===== src/rtl/aes_pkg.sv =====
// Shared types, constants and helpers for the AES round controller.
package aes_pkg;

    // Controller states; the encoding is shared by every block that decodes the state.
    typedef enum logic [2:0] {
        StIdle  = 3'd0,
        StLoad  = 3'd1,
        StRound = 3'd2,
        StFinal = 3'd3,
        StDone  = 3'd4
    } aes_state_e;

    localparam int unsigned NUM_ROUNDS = 10;
    localparam logic [7:0]  RCON_INIT  = 8'h01;

    // Wide enough for a dwell of up to four cycles per step.
    localparam int unsigned DWELL_W = 2;

    // Multiply by x in GF(2^8) modulo x^8 + x^4 + x^3 + x + 1.
    function automatic logic [7:0] xtime(input logic [7:0] b);
        return {b[6:0], 1'b0} ^ (b[7] ? 8'h1b : 8'h00);
    endfunction

endpackage


===== src/rtl/aes_round_ctrl_if.sv =====
// Handshake and datapath-control bundle between requester, controller and datapath.
interface aes_round_ctrl_if;

    logic       start_valid;
    logic       start_ready;
    logic       abort;
    logic       load_en;
    logic       round_en;
    logic       mix_bypass;
    logic [3:0] round_idx;
    logic [7:0] rcon;
    logic       busy;
    logic       out_valid;
    logic       out_ready;

    // Requester / consumer / datapath side.
    modport master (
        output start_valid,
        output abort,
        output out_ready,
        input  start_ready,
        input  load_en,
        input  round_en,
        input  mix_bypass,
        input  round_idx,
        input  rcon,
        input  busy,
        input  out_valid
    );

    // Controller side.
    modport slave (
        input  start_valid,
        input  abort,
        input  out_ready,
        output start_ready,
        output load_en,
        output round_en,
        output mix_bypass,
        output round_idx,
        output rcon,
        output busy,
        output out_valid
    );

endinterface


===== src/rtl/aes_rcon_gen.sv =====
// Registered AES key-schedule round constant: load seeds 0x01, advance applies xtime.
module aes_rcon_gen
    import aes_pkg::*;
(
    input  logic       clk,
    input  logic       rst_n,
    input  logic       clear,
    input  logic       load,
    input  logic       advance,
    output logic [7:0] rcon
);

    logic [7:0] rcon_q;
    logic [7:0] rcon_d;

    // Next constant: clear wins over load, load wins over advance.
    always_comb begin
        rcon_d = rcon_q;
        if (clear) begin
            rcon_d = 8'h00;
        end else if (load) begin
            rcon_d = RCON_INIT;
        end else if (advance) begin
            rcon_d = xtime(rcon_q);
        end
    end

    // Constant register.
    always_ff @(posedge clk or negedge rst_n) begin
        if (!rst_n) begin
            rcon_q <= 8'h00;
        end else begin
            rcon_q <= rcon_d;
        end
    end

    assign rcon = rcon_q;

endmodule


===== src/rtl/aes_round_ctrl.sv =====
// AES-128 round sequencer: load step, nine full rounds, a final round without
// MixColumns, then holds the result until the consumer accepts it.
module aes_round_ctrl
    import aes_pkg::*;
#(
    // Cycles per step; legal range 1..4.
    parameter int unsigned ROUND_CYCLES = 1
) (
    input  logic            clk,
    input  logic            rst_n,
    aes_round_ctrl_if.slave bus
);

    localparam logic [DWELL_W-1:0] DWELL_LAST = DWELL_W'(ROUND_CYCLES - 1);
    localparam logic [3:0]         LAST_FULL  = 4'(NUM_ROUNDS - 1);

    aes_state_e         state_q;
    aes_state_e         state_d;
    logic [DWELL_W-1:0] dwell_q;
    logic [DWELL_W-1:0] dwell_d;
    logic [3:0]         idx_q;
    logic [3:0]         idx_d;

    logic       in_step;
    logic       step_last;
    logic       rcon_clear;
    logic       rcon_load;
    logic       rcon_advance;
    logic [7:0] rcon_val;

    assign in_step   = (state_q == StLoad) || (state_q == StRound) || (state_q == StFinal);
    assign step_last = in_step && (dwell_q == DWELL_LAST);

    // State register.
    always_ff @(posedge clk or negedge rst_n) begin
        if (!rst_n) begin
            state_q <= StIdle;
        end else begin
            state_q <= state_d;
        end
    end

    // Next state; abort cancels any block in flight but is ignored while idle.
    always_comb begin
        state_d = state_q;
        if ((state_q != StIdle) && bus.abort) begin
            state_d = StIdle;
        end else begin
            unique case (state_q)
                StIdle:  if (bus.start_valid)              state_d = StLoad;
                StLoad:  if (step_last)                    state_d = StRound;
                StRound: if (step_last && idx_q == LAST_FULL) state_d = StFinal;
                StFinal: if (step_last)                    state_d = StDone;
                StDone:  if (bus.out_ready)                state_d = StIdle;
                default:                                   state_d = StIdle;
            endcase
        end
    end

    // Outputs decoded from the current state and dwell position only.
    always_comb begin
        bus.start_ready = (state_q == StIdle);
        bus.busy        = (state_q != StIdle);
        bus.load_en     = (state_q == StLoad) && step_last;
        bus.round_en    = ((state_q == StRound) || (state_q == StFinal)) && step_last;
        bus.mix_bypass  = (state_q == StFinal) && step_last;
        bus.out_valid   = (state_q == StDone);
        bus.round_idx   = idx_q;
        bus.rcon        = rcon_val;
    end

    // Dwell counter restarts on every step boundary; round index advances after each commit.
    always_comb begin
        dwell_d = dwell_q + DWELL_W'(1);
        if (!in_step || step_last || (state_d == StIdle)) begin
            dwell_d = '0;
        end
        idx_d = idx_q;
        if (state_d == StIdle) begin
            idx_d = 4'd0;
        end else if (step_last && ((state_q == StLoad) || (state_q == StRound))) begin
            idx_d = idx_q + 4'd1;
        end
    end

    // Dwell and round-index registers.
    always_ff @(posedge clk or negedge rst_n) begin
        if (!rst_n) begin
            dwell_q <= '0;
            idx_q   <= 4'd0;
        end else begin
            dwell_q <= dwell_d;
            idx_q   <= idx_d;
        end
    end

    // The constant tracks round_idx: seeded entering round 1, stepped entering rounds 2..10.
    always_comb begin
        rcon_clear   = (state_d == StIdle);
        rcon_load    = (state_q == StLoad) && step_last;
        rcon_advance = (state_q == StRound) && step_last;
    end

    aes_rcon_gen u_rcon_gen (
        .clk     (clk),
        .rst_n   (rst_n),
        .clear   (rcon_clear),
        .load    (rcon_load),
        .advance (rcon_advance),
        .rcon    (rcon_val)
    );

endmodule


===== src/flat_wrapper.sv =====
// flat-port wrapper written by rule: the top's interface ports become plain ports
module aes_round_ctrl_flat import aes_pkg::*;
#(
                                         
    parameter int unsigned ROUND_CYCLES = 1
)
  (clk, rst_n, bus_start_valid, bus_abort, bus_out_ready, bus_start_ready, bus_load_en, bus_round_en, bus_mix_bypass, bus_round_idx, bus_rcon, bus_busy, bus_out_valid);
  aes_round_ctrl_if bus_i ();
  input  logic clk;
  input  logic rst_n;
  input wire logic [$bits(bus_i.start_valid)-1:0] bus_start_valid;
  input wire logic [$bits(bus_i.abort)-1:0] bus_abort;
  input wire logic [$bits(bus_i.out_ready)-1:0] bus_out_ready;
  output wire logic [$bits(bus_i.start_ready)-1:0] bus_start_ready;
  output wire logic [$bits(bus_i.load_en)-1:0] bus_load_en;
  output wire logic [$bits(bus_i.round_en)-1:0] bus_round_en;
  output wire logic [$bits(bus_i.mix_bypass)-1:0] bus_mix_bypass;
  output wire logic [$bits(bus_i.round_idx)-1:0] bus_round_idx;
  output wire logic [$bits(bus_i.rcon)-1:0] bus_rcon;
  output wire logic [$bits(bus_i.busy)-1:0] bus_busy;
  output wire logic [$bits(bus_i.out_valid)-1:0] bus_out_valid;
  assign bus_i.start_valid = bus_start_valid;
  assign bus_i.abort = bus_abort;
  assign bus_i.out_ready = bus_out_ready;
  assign bus_start_ready = bus_i.start_ready;
  assign bus_load_en = bus_i.load_en;
  assign bus_round_en = bus_i.round_en;
  assign bus_mix_bypass = bus_i.mix_bypass;
  assign bus_round_idx = bus_i.round_idx;
  assign bus_rcon = bus_i.rcon;
  assign bus_busy = bus_i.busy;
  assign bus_out_valid = bus_i.out_valid;
  aes_round_ctrl #(.ROUND_CYCLES(ROUND_CYCLES)) u_core (.clk(clk), .rst_n(rst_n), .bus(bus_i));
endmodule

===== config.mk =====
export PLATFORM = sky130hd
export DESIGN_NAME = aes_round_ctrl_flat
export DESIGN_NICKNAME = d
export VERILOG_FILES = /design/src/rtl/aes_pkg.sv /design/src/rtl/aes_round_ctrl_if.sv /design/src/rtl/aes_rcon_gen.sv /design/src/rtl/aes_round_ctrl.sv /design/src/flat_wrapper.sv
export SDC_FILE = /design/constraint.sdc
export NUM_CORES = 1
export LEC_CHECK = 0
export ABC_CLOCK_PERIOD_IN_PS = 1600
export BUFFER_PORTS_ARGS = -buffer_cell sky130_fd_sc_hd__buf_4
export CORE_ASPECT_RATIO = 1.4
export CORE_UTILIZATION = 46
export CTS_CLUSTER_SIZE = 8
export DETAILED_ROUTE_END_ITERATION = 6
export PLACE_DENSITY = 0.71
export RECOVER_POWER = 50
export SLEW_MARGIN = 20
export SYNTH_ARGS = -nofsm -noshare
export SYNTH_HDL_FRONTEND = slang
export SYNTH_SLANG_ARGS = --single-unit

===== constraint.sdc =====
create_clock -name clk -period 1.6 [get_ports clk]
set_input_delay 0.16 -clock clk [delete_from_list [all_inputs] [get_ports clk]]
set_output_delay 0.16 -clock clk [all_outputs]
set_load 0.03 [all_outputs]

==> metrics, run 1 <==
outcome=finished, violations left; failing checks=negative setup slack; TritonRoute pass-1 iters=3; post-synthesis cell area=a little over 900 sq um; via count=822; FMAX=roughly 0.6 GHz; first-pass GRT wire length=between 3000 and 4000 um; clock buffer depth=2; Ant. Diodes=0; Setup CP Type=flop to flop; vias in the first global route=roughly 760; Die ar.=about 0.0022 sq mm; Detailed Route WL=approximately 2100 um; final worst-path setup slack=-85.95 ps; hpwl dp=1548 um; Worst EP required=between 1500 and 2000 ps; Util after Layout=between 70% and 80%; Synth Flop Type=dfrtp_1; max-cap violations=0; CTS buffer count=3; clock slew seen by the registers of the worst setup and hold paths=90 ps; gr usage total=21.23%; Final Slew Violations=0; initial antenna violation count=0; Slew HR=about two fifths; crit path launch type=flop; final net count=137; Yosys cell types=29; R2R setup slack=-90 ps; # clock sinks=17; largest net degree at the start of global routing=18; top cell type's share of synthesized area=about 46%; synthesis-stage register bit count=17; Port Buf Inserts=22; GRT overflow=0; final setup fails=15; die width=approximately 40 um; most common library cells after synthesis=dfrtp_1 (17), a21oi_1 (14), a22oi_1 (7), inv_1 (7), xor2_1 (7); Post-synth EDFFs=0; Hold Slack=just under 60 ps; synth warn=0; FP Rows=18; maximum VDD drop=1.135 mV; Die Ht=roughly 55 um; Hold Crit Start=bus_abort; Routed Antenna Nets=0; Post-synth ARST share=100.0%; CP endpoint kind=flop; routed length per placed instance=~14 um; Avg Inst Size Synth=10.08 sq um; share of the yosys chip area belonging to registers=around 46%; area leader, netlist=dfrtp_1; FF/Latch Area=~430 sq um; Core Area=about 0.0018 sq mm; CTS tree=done; Worst R2R End=u_core.u_rcon_gen.rcon[7]$_DFFE_PN0P_; layout cells sized above 1=approximately two fifths; H-Tree Level Count=1; post-route minimum period=1686 ps; leakage power=between 0.0006 and 0.0007 uW; pwr dens=between 1500 and 2000 mW/mm^2; Remaining DRCs=0; Synth Instances=91; Hold Crit Depth=2; Hold Crit Class=input port to flop; multi-input combinational cell area=between 400 and 500 sq um; Mapped Nets=99; Detailed Route Iter0 Violations=12; Worst Path Max Fanout=14; I/O pin cnt=23; Slew @ Worst Pin=899.8 ps; Final Wtd Congestion=0.6914; Arr. time, crit path=between 1500 and 2000 ps; fin crit share=105.4%; clk_lat worst skew=slightly below 300 ps; initial core utilization=approximately half; Root Buffer=clkbuf_4; Final Hold Fails=0; via density per instance=between 5 and 6; worst hold path endpoint=u_core.state_q[2]$_DFF_PN0_; skew final=between 0.4 and 0.5 ps; area delta synth->final=40.25%; Critical R2R Launch=u_core.dwell_q[0]$_DFF_PN0_; top post-synthesis cells by area=dfrtp_1 (46%), a21oi_1 (7.6%), xor2_1 (6.7%); Filler cells=151; RSZ-0062 raised after global routing=true; cells on worst reg2reg path=7; most common cell in the netlist=dfrtp_1
## where the power goes
| group | switching [uW] | total, uW | internal [uW] |
|---|---|---|---|
| clock network | 131 | 224 | 93.0 |
| registers | 51.5 | 537 | 486 |
| logic | 794 | 1410 | 618 |
| total | 977 | 2170 | 1200 |
## stage by stage
stage / cells / worst slack (ps) / cell area, sq um / setup TNS, ps / total power (uW)
after global routing: 148 / -160.6 / 1286 / -2225 / 2288
after CTS: 144 / -101.0 / 1244 / -1219 / 2113
after detailed placement: 138 / -84.27 / 1187 / -849.0 / 1820
after floorplan: 91 / -27.68 / 929.6 / -257.8 / 1336
after global placement: 138 / -47.31 / 1187 / -538.9 / 1795
final: 148 / -85.95 / 1286 / -1055 / 2174
## cells in the final DEF (no fill, tap or decap), types with 2 or more instances in the layout
master and n:
a21oi_1 12, a21oi_2 3, a22oi_1 7, and4bb_4 2, buf_12 2, buf_4 32
buf_6 3, clkbuf_4 3, dfrtp_1 17, ha_1 2, inv_1 5, inv_2 2
nand2_1 5, nor2_1 3, nor2b_1 3, nor3_1 3, xor2_1 7
## registers in the layout (all words and copies together) (netlist names)
name / cells
u_core.dwell_q: 2
u_core.state_q: 3
u_core.u_rcon_gen.rcon: 8
u_core.bus.round_idx: 4
## worst max path at each step
stage          slack, ps  cells after the start                                    end                   startpoint
6_report             -90                      7  u_core.u_rcon_gen.rcon[7]$_DFFE_PN0P_  u_core.dwell_q[0]$_DFF_PN0_
2_1_floorplan        -30                      7    u_core.bus.round_idx[0]$_DFFE_PN0P_  u_core.dwell_q[1]$_DFF_PN0_
4_1_cts             -100                      7  u_core.u_rcon_gen.rcon[7]$_DFFE_PN0P_  u_core.dwell_q[1]$_DFF_PN0_
5_1_grt             -160                      7    u_core.bus.round_idx[0]$_DFFE_PN0P_  u_core.dwell_q[0]$_DFF_PN0_
3_3_place_gp         -50                      7  u_core.u_rcon_gen.rcon[7]$_DFFE_PN0P_  u_core.dwell_q[0]$_DFF_PN0_
3_5_place_dp         -80                      7    u_core.bus.round_idx[0]$_DFFE_PN0P_  u_core.dwell_q[1]$_DFF_PN0_
## what timing repair did
item,in CTS,in global routing
hold endpoints to repair,17,0
pin swaps,1,3
hold buffers,1,0
buffers inserted,1,4
endpoints found under the setup margin,15,17
gates resized for setup,3,4
## metal layers
metal / track usage (%) / routed length [um] / up-vias
met5: 0 / 0 / -
met4: 10.34 / 14 / 0
met3: 1.626 / 83 / 2
met2: 42.62 / 1193 / 21
met1: 20.10 / 830 / 405
li1: - / - / 394
## cells by family (layout without fill, tap and decap cells)
family | Yosys count | after routing | share of synthesized area, %
AOI/OAI and AO/OA | 29 | 29 | 20.87
xor gates and xnor gates | 7 | 7 | 6.685
adders and majority gates | 3 | 3 | 4.093
buffers and inverters | 13 | 50 | 7.231
DFF | 17 | 17 | 46.38
and+or+nand+nor | 22 | 22 | 14.74
## worst max-delay path, cell delays in order, from the launching register on
cell and delay (ps):
dfrtp_1 380, inv_2 70, ha_4 150, and4bb_4 230, nand4b_1 100, a221o_1 380, buf_12 180, a21oi_1 120
## area by class of cell
type,instances,share of cell area [%]
clock buffers,3,1.751
clock inverters,1,0.3891
inverters,7,2.043
multi-input cells,61,35.31
flip-flops and latches,17,33.07
well taps,20,1.946
repair buffers,39,25.49
No activity file was read; power rests on OpenSTA's default activity.
==> run 2, diff against run 1 <==
--- a/config.mk
+++ b/config.mk
@@ -9,11 +9,12 @@
 export BUFFER_PORTS_ARGS = -buffer_cell sky130_fd_sc_hd__buf_4
 export CORE_ASPECT_RATIO = 1.4
 export CORE_UTILIZATION = 46
+export CTS_BUF_LIST = sky130_fd_sc_hd__clkbuf_16
 export CTS_CLUSTER_SIZE = 8
 export DETAILED_ROUTE_END_ITERATION = 6
 export PLACE_DENSITY = 0.71
 export RECOVER_POWER = 50
-export SLEW_MARGIN = 20
+export SLEW_MARGIN = 30
 export SYNTH_ARGS = -nofsm -noshare
 export SYNTH_HDL_FRONTEND = slang
 export SYNTH_SLANG_ARGS = --single-unit
==> metrics, run 2 (synthesis results as in run 1) <==
Remaining DRCs=0 (unchanged); clk_lat worst skew=240 ps (was 290 ps); cells on worst reg2reg path=7 (unchanged); Final Hold Fails=0 (unchanged); post-route minimum period=1679 ps (was 1686 ps); GRT overflow=0 (unchanged); fin crit share=105.0% (was 105.4%); vias in the first global route=754 (was 761); Largest register FFs=8 (unchanged); final setup fails=16 (was 15); Worst Path Max Fanout=14 (unchanged); Final Wtd Congestion=0.6914 (unchanged); routed length per placed instance=14.31 um (was 14.34 um); Hold Slack=111.1 ps (was 58.24 ps); Gate power share=56.7% (was 65.0%); gr usage total=22.06% (was 21.23%); clock slew seen by the registers of the worst setup and hold paths=50 ps (was 90 ps); via density per instance=5.555 (was 5.554); H-Tree Level Count=1 (unchanged); Final Non-Filler Cells=146 (was 148); initial core utilization=50.27% (unchanged); worst hold path endpoint=u_core.state_q[2]$_DFF_PN0_ (unchanged); layout cells sized above 1=39.68% (was 40.63%); max-cap violations=0 (unchanged); initial antenna violation count=0 (unchanged); Arr. time, crit path=1850 ps (was 1900 ps); FMAX=0.5955 GHz (was 0.5931 GHz); Die Ht=54.83 um (unchanged); dpl cells=138 (unchanged); pwr dens=1803 mW/mm^2 (was 1690 mW/mm^2); Detailed Route Iter0 Violations=5 (was 12); Slew @ Worst Pin=900.6 ps (was 899.8 ps); RSZ-0062 raised after global routing=true (unchanged); largest net degree at the start of global routing=18 (unchanged); CP endpoint kind=flop (unchanged); worst slack, placed=-84.27 ps (unchanged); NetSw=980.3 uW (was 977.0 uW); hpwl dp=1548 um (unchanged); first-pass GRT wire length=3229 um (was 3139 um); switch share=41.06% (was 44.93%); TritonRoute pass-1 iters=4 (was 3); area delta synth->final=44.34% (was 40.25%); FP Rows=18 (unchanged); crit path launch type=flop (unchanged); Setup CP Type=flop to flop (unchanged); outcome=finished, violations left (unchanged); CTS tree=done (unchanged); Worst Setup SP=u_core.dwell_q[0]$_DFF_PN0_ (unchanged); Detailed Route WL=2089 um (was 2122 um); leading cell types in the layout, fill and taps excluded=buf_4 (30), dfrtp_1 (17), a21oi_1 (12) (was buf_4 (32), dfrtp_1 (17), a21oi_1 (12)); Root Buffer=clkbuf_16 (was clkbuf_4); Sequential Power Share=22.9% (was 24.7%); Filler cells=136 (was 151); via count=811 (was 822); final net count=135 (was 137); Core Area=0.001824 sq mm (unchanged); final worst-path setup slack=-79.32 ps (was -85.95 ps); Slew HR=39.96% (was 40.02%); clock buffer depth=2 (unchanged); Critical R2R Launch=u_core.dwell_q[0]$_DFF_PN0_ (unchanged); Final Cell Area=0.001324 sq mm (was 0.001286 sq mm); leakage power=0.0006433 uW (was 0.0006306 uW); Final Slew Violations=0 (unchanged); skew final=1.079 ps (was 0.4360 ps); DP Area=0.001187 sq mm (unchanged); Hold Crit Class=input port to flop (unchanged); Port Buf Inserts=22 (unchanged); Die ar.=0.002179 sq mm (unchanged); R2R setup slack=-80 ps (was -90 ps); failing checks=negative setup slack (unchanged); clock power share=20.4% (was 10.3%); maximum VDD drop=1.244 mV (was 1.135 mV); Ant. Diodes=0 (unchanged); Hold Crit Depth=2 (unchanged); CTS buffer count=3 (unchanged); Hold Crit Start=bus_abort (unchanged); Worst R2R End=u_core.u_rcon_gen.rcon[1]$_DFFE_PN0P_ (was u_core.u_rcon_gen.rcon[7]$_DFFE_PN0P_); Worst EP required=1770 ps (was 1820 ps); leading cell type in the layout, fill and taps excluded=buf_4 (unchanged); # clock sinks=17 (unchanged); Routed Antenna Nets=0 (unchanged); die width=39.74 um (unchanged); Util after Layout=72.57% (was 70.51%); I/O pin cnt=23 (unchanged); cell internal pwr=1407 uW (was 1197 uW)
==> run 2: timing repair <==
item	4_1_cts	5_1_grt
gates resized for setup	4	3
hold buffers	1	0
pin swaps	3	3
buffers inserted	1	2
hold endpoints to repair	17	0
endpoints found under the setup margin	14	17
==> run 2: power by group through the flow <==
stage	Clock (uW)	Sequential, uW	Combinational, uW
after floorplan	0	592	744
after global placement	0	548	1250
after detailed placement	0	550	1270
after CTS	502	543	1320
after global routing	508	549	1460
final	487	546	1350
==> run 2: cell type report <==
class                   instances  area, sq um  area share, %
clock buffers                   3        75.07          5.671
clock inverters                 1        5.005         0.3781
inverters                       7        26.28          1.985
multi-input cells              61        454.2          34.31
flip-flops and latches         17        425.4          32.14
well taps                      20        25.02          1.890
repair buffers                 37        312.8          23.63
==> run 2: routing by layer <==
layer  share of wire [%]  vias up  wire [um]  global-route usage, %
met5                   0        -          0                      0
met1                  38      391        789                  21.93
met3                 4.2        4         88                  2.846
met4                 1.1        0         24                  10.34
li1                    -      390          -                      -
met2                  57       26       1186                  42.62
==> run 2: worst max-delay path by stage <==
stage	end	cells past startpoint
finish	u_core.u_rcon_gen.rcon[1]$_DFFE_PN0P_	7
detailed placement	u_core.bus.round_idx[0]$_DFFE_PN0P_	7
CTS	u_core.u_rcon_gen.rcon[7]$_DFFE_PN0P_	7
floorplan	u_core.bus.round_idx[0]$_DFFE_PN0P_	7
global placement	u_core.u_rcon_gen.rcon[7]$_DFFE_PN0P_	7
global route	u_core.u_rcon_gen.rcon[1]$_DFFE_PN0P_	7
==> run 2: worst max-delay path, stage by stage, from the launching register on <==
cell      delay [ps]
dfrtp_1          370
inv_2             70
ha_4             140
and4bb_4         230
nand4b_1         100
a221o_1          380
buf_12           180
a21oi_1          130
==> run 2: stage by stage <==
stage,setup TNS (ps),total power (uW)
global route,-1886,2518
detailed placement,-849.0,1820
CTS,-939.3,2363
finish,-797.6,2387
global placement,-538.9,1795
floorplan,-257.8,1336
==> run 3, diff against run 2 <==
--- a/config.mk
+++ b/config.mk
@@ -12,6 +12,7 @@
 export CTS_BUF_LIST = sky130_fd_sc_hd__clkbuf_16
 export CTS_CLUSTER_SIZE = 8
 export DETAILED_ROUTE_END_ITERATION = 6
+export GPL_TIMING_DRIVEN = 0
 export PLACE_DENSITY = 0.71
 export RECOVER_POWER = 50
 export SLEW_MARGIN = 30
==> metrics, run 3 (synthesis results as in run 1) <==
outcome=finished, violations left (unchanged); failing checks=negative setup slack (unchanged); largest net degree at the start of global routing=18 (unchanged); cells on worst reg2reg path=6 (was 7); Final Non-Filler Cells=144 (was 146); Largest register FFs=8 (unchanged); Routed Antenna Nets=0 (unchanged); Final Hold Fails=0 (unchanged); Hold Crit Depth=2 (unchanged); final net count=133 (was 135); CP Cell Sequence=inv_2, ha_4, and4bb_4, nand4b_1, a221o_2, a221oi_2 (was inv_2, ha_4, and4bb_4, nand4b_1, a221o_1, buf_12, a21oi_1); slowest library cell on the worst path=a221o_2 (was a221o_1); Slew HR=41.48% (was 39.96%); maximum VDD drop=1.475 mV (was 1.244 mV); Critical Path Max Stage Delay=440 ps (was 380 ps); area delta synth->final=42.70% (was 44.34%); hpwl dp=1396 um (was 1548 um); initial antenna violation count=0 (unchanged); post-route setup TNS=-1548 ps (was -797.6 ps); Final Slew Violations=0 (unchanged); dpl cells=133 (was 138); I/O pin cnt=23 (unchanged); FMAX=0.5677 GHz (was 0.5955 GHz); met3 WL=79 um (was 88 um); vias in the first global route=740 (was 754); pwr dens=1812 mW/mm^2 (was 1803 mW/mm^2); CTS tree=done (unchanged); leading cell types in the layout, fill and taps excluded=buf_4 (24), dfrtp_1 (17), a21oi_2 (11) (was buf_4 (30), dfrtp_1 (17), a21oi_1 (12)); Port Buf Inserts=22 (unchanged); Remaining DRCs=0 (unchanged); Arr. time, crit path=1910 ps (was 1850 ps); max-cap violations=0 (unchanged); H-Tree Level Count=1 (unchanged); Critical Path Stages=6 (was 7); final worst-path setup slack=-161.4 ps (was -79.32 ps); post-route minimum period=1761 ps (was 1679 ps); RSZ-0062 raised after global routing=true (unchanged); Root Buffer=clkbuf_16 (unchanged); Setup CP Type=flop to flop (unchanged); first-pass GRT wire length=2953 um (was 3229 um); final setup fails=15 (was 16); die width=39.74 um (unchanged); family with the most delay on the worst path=compound AO/OA/AOI/OAI gates (unchanged); skew final=1.800 ps (was 1.079 ps); FP Rows=18 (unchanged); leakage power=0.0006128 uW (was 0.0006433 uW); # clock sinks=17 (unchanged); Die Ht=54.83 um (unchanged); fin crit share=110.1% (was 105.0%); clock slew seen by the registers of the worst setup and hold paths=50 ps (about the same); wl on met1=871 um (was 789 um); Util after Layout=71.74% (was 72.57%); Detailed Route Iter0 Violations=6 (was 5); clock buffer depth=2 (unchanged); GRT overflow=0 (unchanged); Filler cells=146 (was 136); Ant. Diodes=0 (unchanged); via density per instance=5.500 (was 5.555); Worst EP required=1750 ps (was 1770 ps); Slew @ Worst Pin=877.7 ps (was 900.6 ps); Worst Path Max Fanout=7 (was 14); Die ar.=0.002179 sq mm (unchanged); CTS buffer count=3 (unchanged); leading cell type in the layout, fill and taps excluded=buf_4 (unchanged); CP bufs+invs=1 (was 2); gr usage total=21.11% (was 22.06%); TritonRoute pass-1 iters=3 (was 4); highest metal used=met4 (unchanged); Detailed Route WL=2160 um (was 2089 um); Core Area=0.001824 sq mm (unchanged); worst slack, placed=-151.4 ps (was -84.27 ps); routed length per placed instance=15.00 um (was 14.31 um); Final Wtd Congestion=0.7416 (was 0.6914); layout cells sized above 1=45.16% (was 39.68%); Hold Crit Class=input port to flop (unchanged); clk_lat worst skew=250 ps (was 240 ps); via count=792 (was 811); crit path launch type=flop (unchanged); routed wl met2=1150 um (was 1186 um); CP endpoint kind=flop (unchanged); initial core utilization=50.27% (unchanged)
[run 3: cell types whose count changed in the layout (fill, tap and decap cells not counted), moves of 2 or more]
cell,before,now
a21oi_1,12,4
a21oi_2,3,11
buf_12,2,0
buf_4,30,24
buf_6,3,5
[run 3: area by class of cell]
cell class | count | area (sq um) | area share, %
multi-input cells | 61 | 481.7 | 36.81
plain buffers | 6 | 50.05 | 3.824
repair buffers | 29 | 220.2 | 16.83
clock buffers | 3 | 75.07 | 5.736
clock inverters | 1 | 5.005 | 0.3824
inverters | 7 | 26.28 | 2.008
well taps | 20 | 25.02 | 1.912
flip-flops and latches | 17 | 425.4 | 32.50
[run 3: repair_timing]
item | CTS | global route
resized for setup | 9 | 11
hold endpoints to repair | 17 | 0
pin swaps | 1 | 2
setup buffers | 3 | 2
hold buffers | 1 | 0
setup endpoints to repair | 15 | 16
gates cloned | 1 | 0
[run 3: routing by layer]
metal,track usage [%],vias up
met2,35.52,24
met4,15.52,0
li1,-,388
met3,3.659,7
met1,22.91,373
met5,0,-
[run 3: worst paths after layout]
check	to	startpoint	slack (ps)
min in group asynchronous	u_core.u_rcon_gen.rcon[1]$_DFFE_PN0P_	rst_n	550
setup reg to reg	u_core.bus.round_idx[1]$_DFFE_PN0P_	u_core.dwell_q[0]$_DFF_PN0_	-160
max in group asynchronous	u_core.bus.round_idx[3]$_DFFE_PN0P_	rst_n	510
hold / removal	u_core.state_q[2]$_DFF_PN0_	bus_abort	110
hold reg to reg	u_core.u_rcon_gen.rcon[5]$_DFFE_PN0P_	u_core.u_rcon_gen.rcon[5]$_DFFE_PN0P_	600
setup / recovery	u_core.bus.round_idx[1]$_DFFE_PN0P_	u_core.dwell_q[0]$_DFF_PN0_	-160
[run 3: power by group]
| group | internal, uW | total, uW | leakage (uW) | switching (uW) |
|---|---|---|---|---|
| registers | 487 | 551 | 0.000234 | 63.6 |
| logic | 518 | 1330 | 0.000338 | 808 |
| clock network | 334 | 495 | 0.0000409 | 160 |
| total | 1340 | 2370 | 0.000613 | 1030 |
[run 3: metrics by stage]
stage | hold WS, ps | power (uW) | area, sq um
2_1_floorplan | -135.6 | 1336 | 929.6
3_3_place_gp | 30.24 | 1627 | 1120
3_5_place_dp | 32.64 | 1648 | 1120
4_1_cts | 106.3 | 2263 | 1265
5_1_grt | 106.3 | 2489 | 1309
6_report | 105.6 | 2371 | 1309
